$ cat src/rtl/rv32_mmu_pkg.sv
// rv32_mmu_pkg: shared types and constants for the MMU request arbiter
package rv32_mmu_pkg;
  localparam int VADDR_W = 32;
  localparam logic REQ_I = 1'b0;
  localparam logic REQ_D = 1'b1;
  typedef enum logic [1:0] {IDLE, ISSUE, WAIT, RESP} state_t;
endpackage

$ cat src/rtl/rv32_rr_arb2.sv
// rv32_rr_arb2: two-way round-robin picker; bit 0 is I, bit 1 is D
module rv32_rr_arb2
  import rv32_mmu_pkg::*;
(
  input  logic [1:0] i_req,
  input  logic       i_last_grant,
  output logic [1:0] o_gnt
);
  always_comb o_gnt = (&i_req) ? ((i_last_grant == REQ_D) ? 2'b01 : 2'b10) : i_req;
endmodule

$ cat src/rtl/rv32_mmu_arbiter.sv
// rv32_mmu_arbiter: shares one translation unit between fetch and load/store requesters
module rv32_mmu_arbiter
  import rv32_mmu_pkg::*;
#(
  parameter int MMU_LATENCY = 1
) (
  input  logic               clk,
  input  logic               rst_n,
  input  logic               xlat_en,
  input  logic               i_req_valid,
  output logic               i_req_ready,
  input  logic [VADDR_W-1:0] i_req_vaddr,
  output logic               i_rsp_valid,
  input  logic               i_rsp_ready,
  output logic [VADDR_W-1:0] i_rsp_paddr,
  output logic               i_rsp_fault,
  input  logic               d_req_valid,
  output logic               d_req_ready,
  input  logic [VADDR_W-1:0] d_req_vaddr,
  output logic               d_rsp_valid,
  input  logic               d_rsp_ready,
  output logic [VADDR_W-1:0] d_rsp_paddr,
  output logic               d_rsp_fault,
  output logic               mmu_en,
  output logic [VADDR_W-1:0] mmu_addr_in,
  input  logic [VADDR_W-1:0] mmu_addr_out,
  input  logic               mmu_mem_en,
  output logic               busy
);
  localparam int CW = $clog2(MMU_LATENCY + 1);
  state_t             r_state, w_state_nxt;
  logic               r_owner, r_xlat, r_fault, r_last;
  logic [VADDR_W-1:0] r_vaddr, r_paddr;
  logic [CW-1:0]      r_cnt;
  logic [1:0]         w_gnt;
  logic               w_idle, w_req_hs, w_rsp_hs, w_mmu_act, w_capture;
  rv32_rr_arb2 u_arb (
    .i_req       ({d_req_valid, i_req_valid}),
    .i_last_grant(r_last),
    .o_gnt       (w_gnt)
  );
  // ready is gated by rst_n so every output reads 0 while reset is held
  assign w_idle      = (r_state == IDLE) && rst_n;
  assign i_req_ready = w_idle && w_gnt[0];
  assign d_req_ready = w_idle && w_gnt[1];
  assign w_req_hs    = i_req_ready || d_req_ready;
  assign w_rsp_hs    = (r_state == RESP) && ((r_owner == REQ_D) ? d_rsp_ready : i_rsp_ready);
  assign w_capture   = (r_state == WAIT) && (r_cnt == '0);
  always_comb begin
    w_state_nxt = r_state;
    case (r_state)
      IDLE:    w_state_nxt = w_req_hs ? ISSUE : IDLE;
      ISSUE:   w_state_nxt = WAIT;
      WAIT:    w_state_nxt = w_capture ? RESP : WAIT;
      RESP:    w_state_nxt = w_rsp_hs ? IDLE : RESP;
      default: w_state_nxt = IDLE;
    endcase
  end
  always_ff @(posedge clk or negedge rst_n) begin
    if (!rst_n) begin
      r_state <= IDLE;
      r_owner <= REQ_I;
      r_xlat  <= 1'b0;
      r_vaddr <= '0;
      r_paddr <= '0;
      r_fault <= 1'b0;
      r_cnt   <= '0;
      r_last  <= REQ_D;
    end else begin
      r_state <= w_state_nxt;
      if (w_req_hs) begin
        r_vaddr <= w_gnt[1] ? d_req_vaddr : i_req_vaddr;
        r_owner <= w_gnt[1] ? REQ_D : REQ_I;
        r_xlat  <= xlat_en;
      end
      if (r_state == ISSUE) r_cnt <= CW'(MMU_LATENCY - 1);
      else if ((r_state == WAIT) && (r_cnt != '0)) r_cnt <= r_cnt - 1'b1;
      if (w_capture) begin
        r_paddr <= mmu_addr_out;
        r_fault <= ~mmu_mem_en;
      end
      if (w_rsp_hs) r_last <= r_owner;
    end
  end
  assign w_mmu_act   = (r_state == ISSUE) || (r_state == WAIT);
  assign mmu_en      = w_mmu_act && r_xlat;
  assign mmu_addr_in = w_mmu_act ? r_vaddr : '0;
  assign i_rsp_valid = (r_state == RESP) && (r_owner == REQ_I);
  assign d_rsp_valid = (r_state == RESP) && (r_owner == REQ_D);
  assign i_rsp_paddr = i_rsp_valid ? r_paddr : '0;
  assign d_rsp_paddr = d_rsp_valid ? r_paddr : '0;
  assign i_rsp_fault = i_rsp_valid && r_fault;
  assign d_rsp_fault = d_rsp_valid && r_fault;
  assign busy        = r_state != IDLE;
endmodule
$ cat config.mk
export PLATFORM = sky130hd
export DESIGN_NAME = rv32_mmu_arbiter
export DESIGN_NICKNAME = d
export VERILOG_FILES = /design/src/rtl/rv32_mmu_pkg.sv /design/src/rtl/rv32_rr_arb2.sv /design/src/rtl/rv32_mmu_arbiter.sv
export SDC_FILE = /design/constraint.sdc
export NUM_CORES = 1
export LEC_CHECK = 0
export ABC_AREA = 1
export CORE_MARGIN = 8
export CORE_UTILIZATION = 42
export DETAILED_ROUTE_END_ITERATION = 8
export PLACE_DENSITY = 0.85
export SLEW_MARGIN = 25
export SYNTH_ARGS = -nofsm -noshare
export SYNTH_HDL_FRONTEND = slang
export SYNTH_SLANG_ARGS = --single-unit
$ cat constraint.sdc
create_clock -name clk -period 2.1 [get_ports clk]
set_input_delay 0.21 -clock clk [delete_from_list [all_inputs] [get_ports clk]]
set_output_delay 0.21 -clock clk [all_outputs]
set_load 0.01 [all_outputs]
==> impl_metrics.csv <==
group,metric,value,unit
yosys,synth_area_per_cell,6.86,µm²
critical_path,r2r-end,"r_vaddr[14]",
floorplanning,die_h,113,µm
yosys,synthCells,576,
grt,antenna_found_initial,0,
layout,regArea,1780,µm²
clock_tree,clk_pin_slew,0.08,ns
layout,multi_input_area,1700,µm²
layout,drive_gt1_share,6.31,%
grt,grt_first_pass_wirelength,20400,µm
pwr,p_leak,4.26,nW
floorplanning,core-area,9200,µm²
layout,postLayoutCoreUtil,69.3,%
floorplanning,dieArea,12800,µm²
timing,setup_viol,0,
floorplanning,io-pin-count,208,
timing,relSlewSlack,42.5,%
yosys,syn_area,3950,µm²
critical_path,r2r_setup_slack,0.26,ns
detailed_routing,dr.pass1.iters,5,
critical_path,rr_worst_depth,9,
detailed_routing,wl_per_cell,14.7,µm
pwr,vdd_drop_max,0.000628,V
timing,fin_crit_sh,96.6,%
detailed_routing,drtIter0Drc,313,
yosys,synth_seq_cells,71,
timing,drv_slew,0,
layout,fill_cells,739,
clock_tree,cts_buffer_depth,2,
job,drv_cap,0,
layout,n_antenna_cell,0,
timing,holdWs,0.106,ns
critical_path,cp_top_family,"buffers and inverters",
yosys,synth_cell_types,20,
critical_path,crit_type,"flip-flop to output port",
pwr,power_density,1140,nW/µm²
critical_path,cp.arrival,1.82,ns
critical_path,required,1.89,ns
timing,worst_pin_slew,0.863,ns
floorplanning,start_util,43.0,%
min_path,hold_class,"input pin to asynchronous set/reset pin",
detailed_routing,vias,4276,
floorplanning,rows,35,
detailed_routing,drc,0,
yosys,ys_seq_area_share,45.0,%
detailed_routing,via_per_inst,4.82,
critical_path,end_kind,"output port",
timing,layout_min_cycle_time,2.03,ns
detailed_routing,antenna_left,0,
yosys,yosys_warnings,0,
clock_tree,clock_latency,0.33,ns
grt,grt_pass1_vias,4174,
placed_design,io_buffers,207,
clock_tree,cts.sinks,71,
detailed_routing,wirelength,13100,µm
clock_tree,cts_hold_buf,0,
critical_path,critPathMaxStageDelay,0.54,ns
status,outcome,"finished, final reports clean",
critical_path,worstReg2RegStart,"r_state[1]",
timing,clock_skew,0.0109,ns
clock_tree,htreeDepth,3,
critical_path,worst_setup_path_start_kind,"flip-flop",
placed_design,hpwl,9950,µm
layout,nNetsFinal,881,
floorplanning,die_width,113,µm
placed_design,place.gp.congestion,0.837,
clock_tree,cts_root_buf,"clkbuf_8",
critical_path,cp_max_fo,17,
critical_path,slowest_stage,"clkdlybuf4s50_1",
timing,fmax,493,MHz
pwr,power.total,7.29,mW
critical_path,cp_cell_sequence,"ha_1, nand2_2, buf_12, inv_1, clkdlybuf4s50_1",
timing,hold_violations,0,
clock_tree,cts_made_buffers,9,
layout,syn2layout_area_growth,61.2,%
grt,grtUsageTotal,19.7,%
yosys,synth_nets,685,
grt,grt-ovfl-total,0,
critical_path,critPathBufInv,3,
clock_tree,cts_tree,"yes",
grt,grt_max_degree,72,
==> through the flow <==
step / cell area (µm²) / std cells / setup slack [ns] / TNS, ns
after global routing: 6370 / 888 / -0.0184 / -0.0199
after CTS: 6260 / 886 / 0.00169 / 0
after floorplan: 3950 / 576 / 0.584 / 0
after detailed placement: 6100 / 869 / 0.140 / 0
after global placement: 6100 / 869 / 0.210 / 0
final: 6370 / 888 / 0.0711 / 0
==> cells in the final DEF, fill, tap and decap left out, drive strengths merged <==
cell / n
nand2: 178
clkdlybuf4s50: 105
nor2: 101
inv: 80
dfrtp: 70
nand3: 67
dlygate4sd2: 62
dlymetal6s2s: 34
a21oi: 32
clkbuf: 14
buf: 13
ha: 5
o21ai: 4
clkinv: 3
clkinvlp: 2
clkdlybuf4s15: 2
a22oi: 1
nor3: 1
bufinv: 1
bufbuf: 1
dfstp: 1
==> cell usage after synthesis (all sizes together) <==
cell / count / area [µm²]
nor2: 101 / 382
dfrtp: 70 / 1750
ha: 5 / 62.6
nand2: 178 / 691
a22oi: 1 / 7.51
nor3: 1 / 5.00
nand3: 67 / 348
a21oi: 32 / 160
clkbuf: 9 / 33.8
dfstp: 1 / 26.3
buf: 27 / 164
o21ai: 4 / 20.0
inv: 80 / 300
==> metal layers <==
layer | GRT usage (%) | routed length [µm] | vias up
li1 | - | - | 2124
met4 | 6.39 | 225 | 0
met3 | 6.44 | 1190 | 17
met1 | 22.4 | 5340 | 1937
met2 | 34.1 | 6330 | 198
met5 | 0 | 0 | -
==> registers in the layout (all words and copies together) (netlist names) <==
name	cells
r_vaddr	32
r_cnt	1
r_paddr	32
r_xlat	1
r_owner	1
r_state	2
r_fault	1
r_last	1
==> where the power goes <==
part	total, mW	switching, mW	internal, mW
Sequential	2.29	0.281	2.01
Clock	1.06	0.490	0.575
Combinational	3.94	2.22	1.71
Total	7.29	3.00	4.30
==> worst max-delay path by stage <==
stage          depth (start not counted)  slack [ns]              end   startpoint
4_1_cts                                5       0.002  d_rsp_paddr[11]   r_state[1]
2_1_floorplan                          6        0.58  mmu_addr_in[10]   r_state[1]
6_report                               5        0.07      d_rsp_valid   r_state[1]
5_1_grt                                5       -0.02      d_rsp_valid   r_state[1]
3_3_place_gp                           7        0.21      r_vaddr[10]  i_req_valid
3_5_place_dp                           7        0.14       r_vaddr[5]  i_req_valid
==> what timing repair did <==
action / in CTS / in global routing
hold endpoints to repair: 0 / 0
gates cloned: 1 / 1
buffers inserted: 0 / 1
resized for setup: 70 / 44
endpoints found under the setup margin: 68 / 58
==> cell type report <==
cell class	instances	area share [%]
repair buffers	221	35.5
flip-flops and latches	71	27.9
multi-input cells	389	26.6
inverters	80	4.71
well taps	111	2.18
clock buffers	10	2.16
clock inverters	6	0.943
==> cells by family (layout without fill, tap and decap cells) <==
logic type,Yosys count,after routing,share of synthesized area [%]
adders and majority gates,5,5,1.58
DFF,71,71,45.0
AOI/OAI and AO/OA,37,37,4.75
buffers and inverters,116,317,12.6
and+or+nand+nor,347,347,36.1
==> worst reg2reg max path, cell delays in order, from the launching register on <==
cell,delay (ns)
dfrtp_1,0.40
inv_2,0.09
ha_4,0.16
nand2_1,0.09
inv_1,0.08
nand3_4,0.06
buf_4,0.34
nand2_4,0.30
nand2_1,0.16
nand2_1,0.07
(Power assumes the default switching activity.)
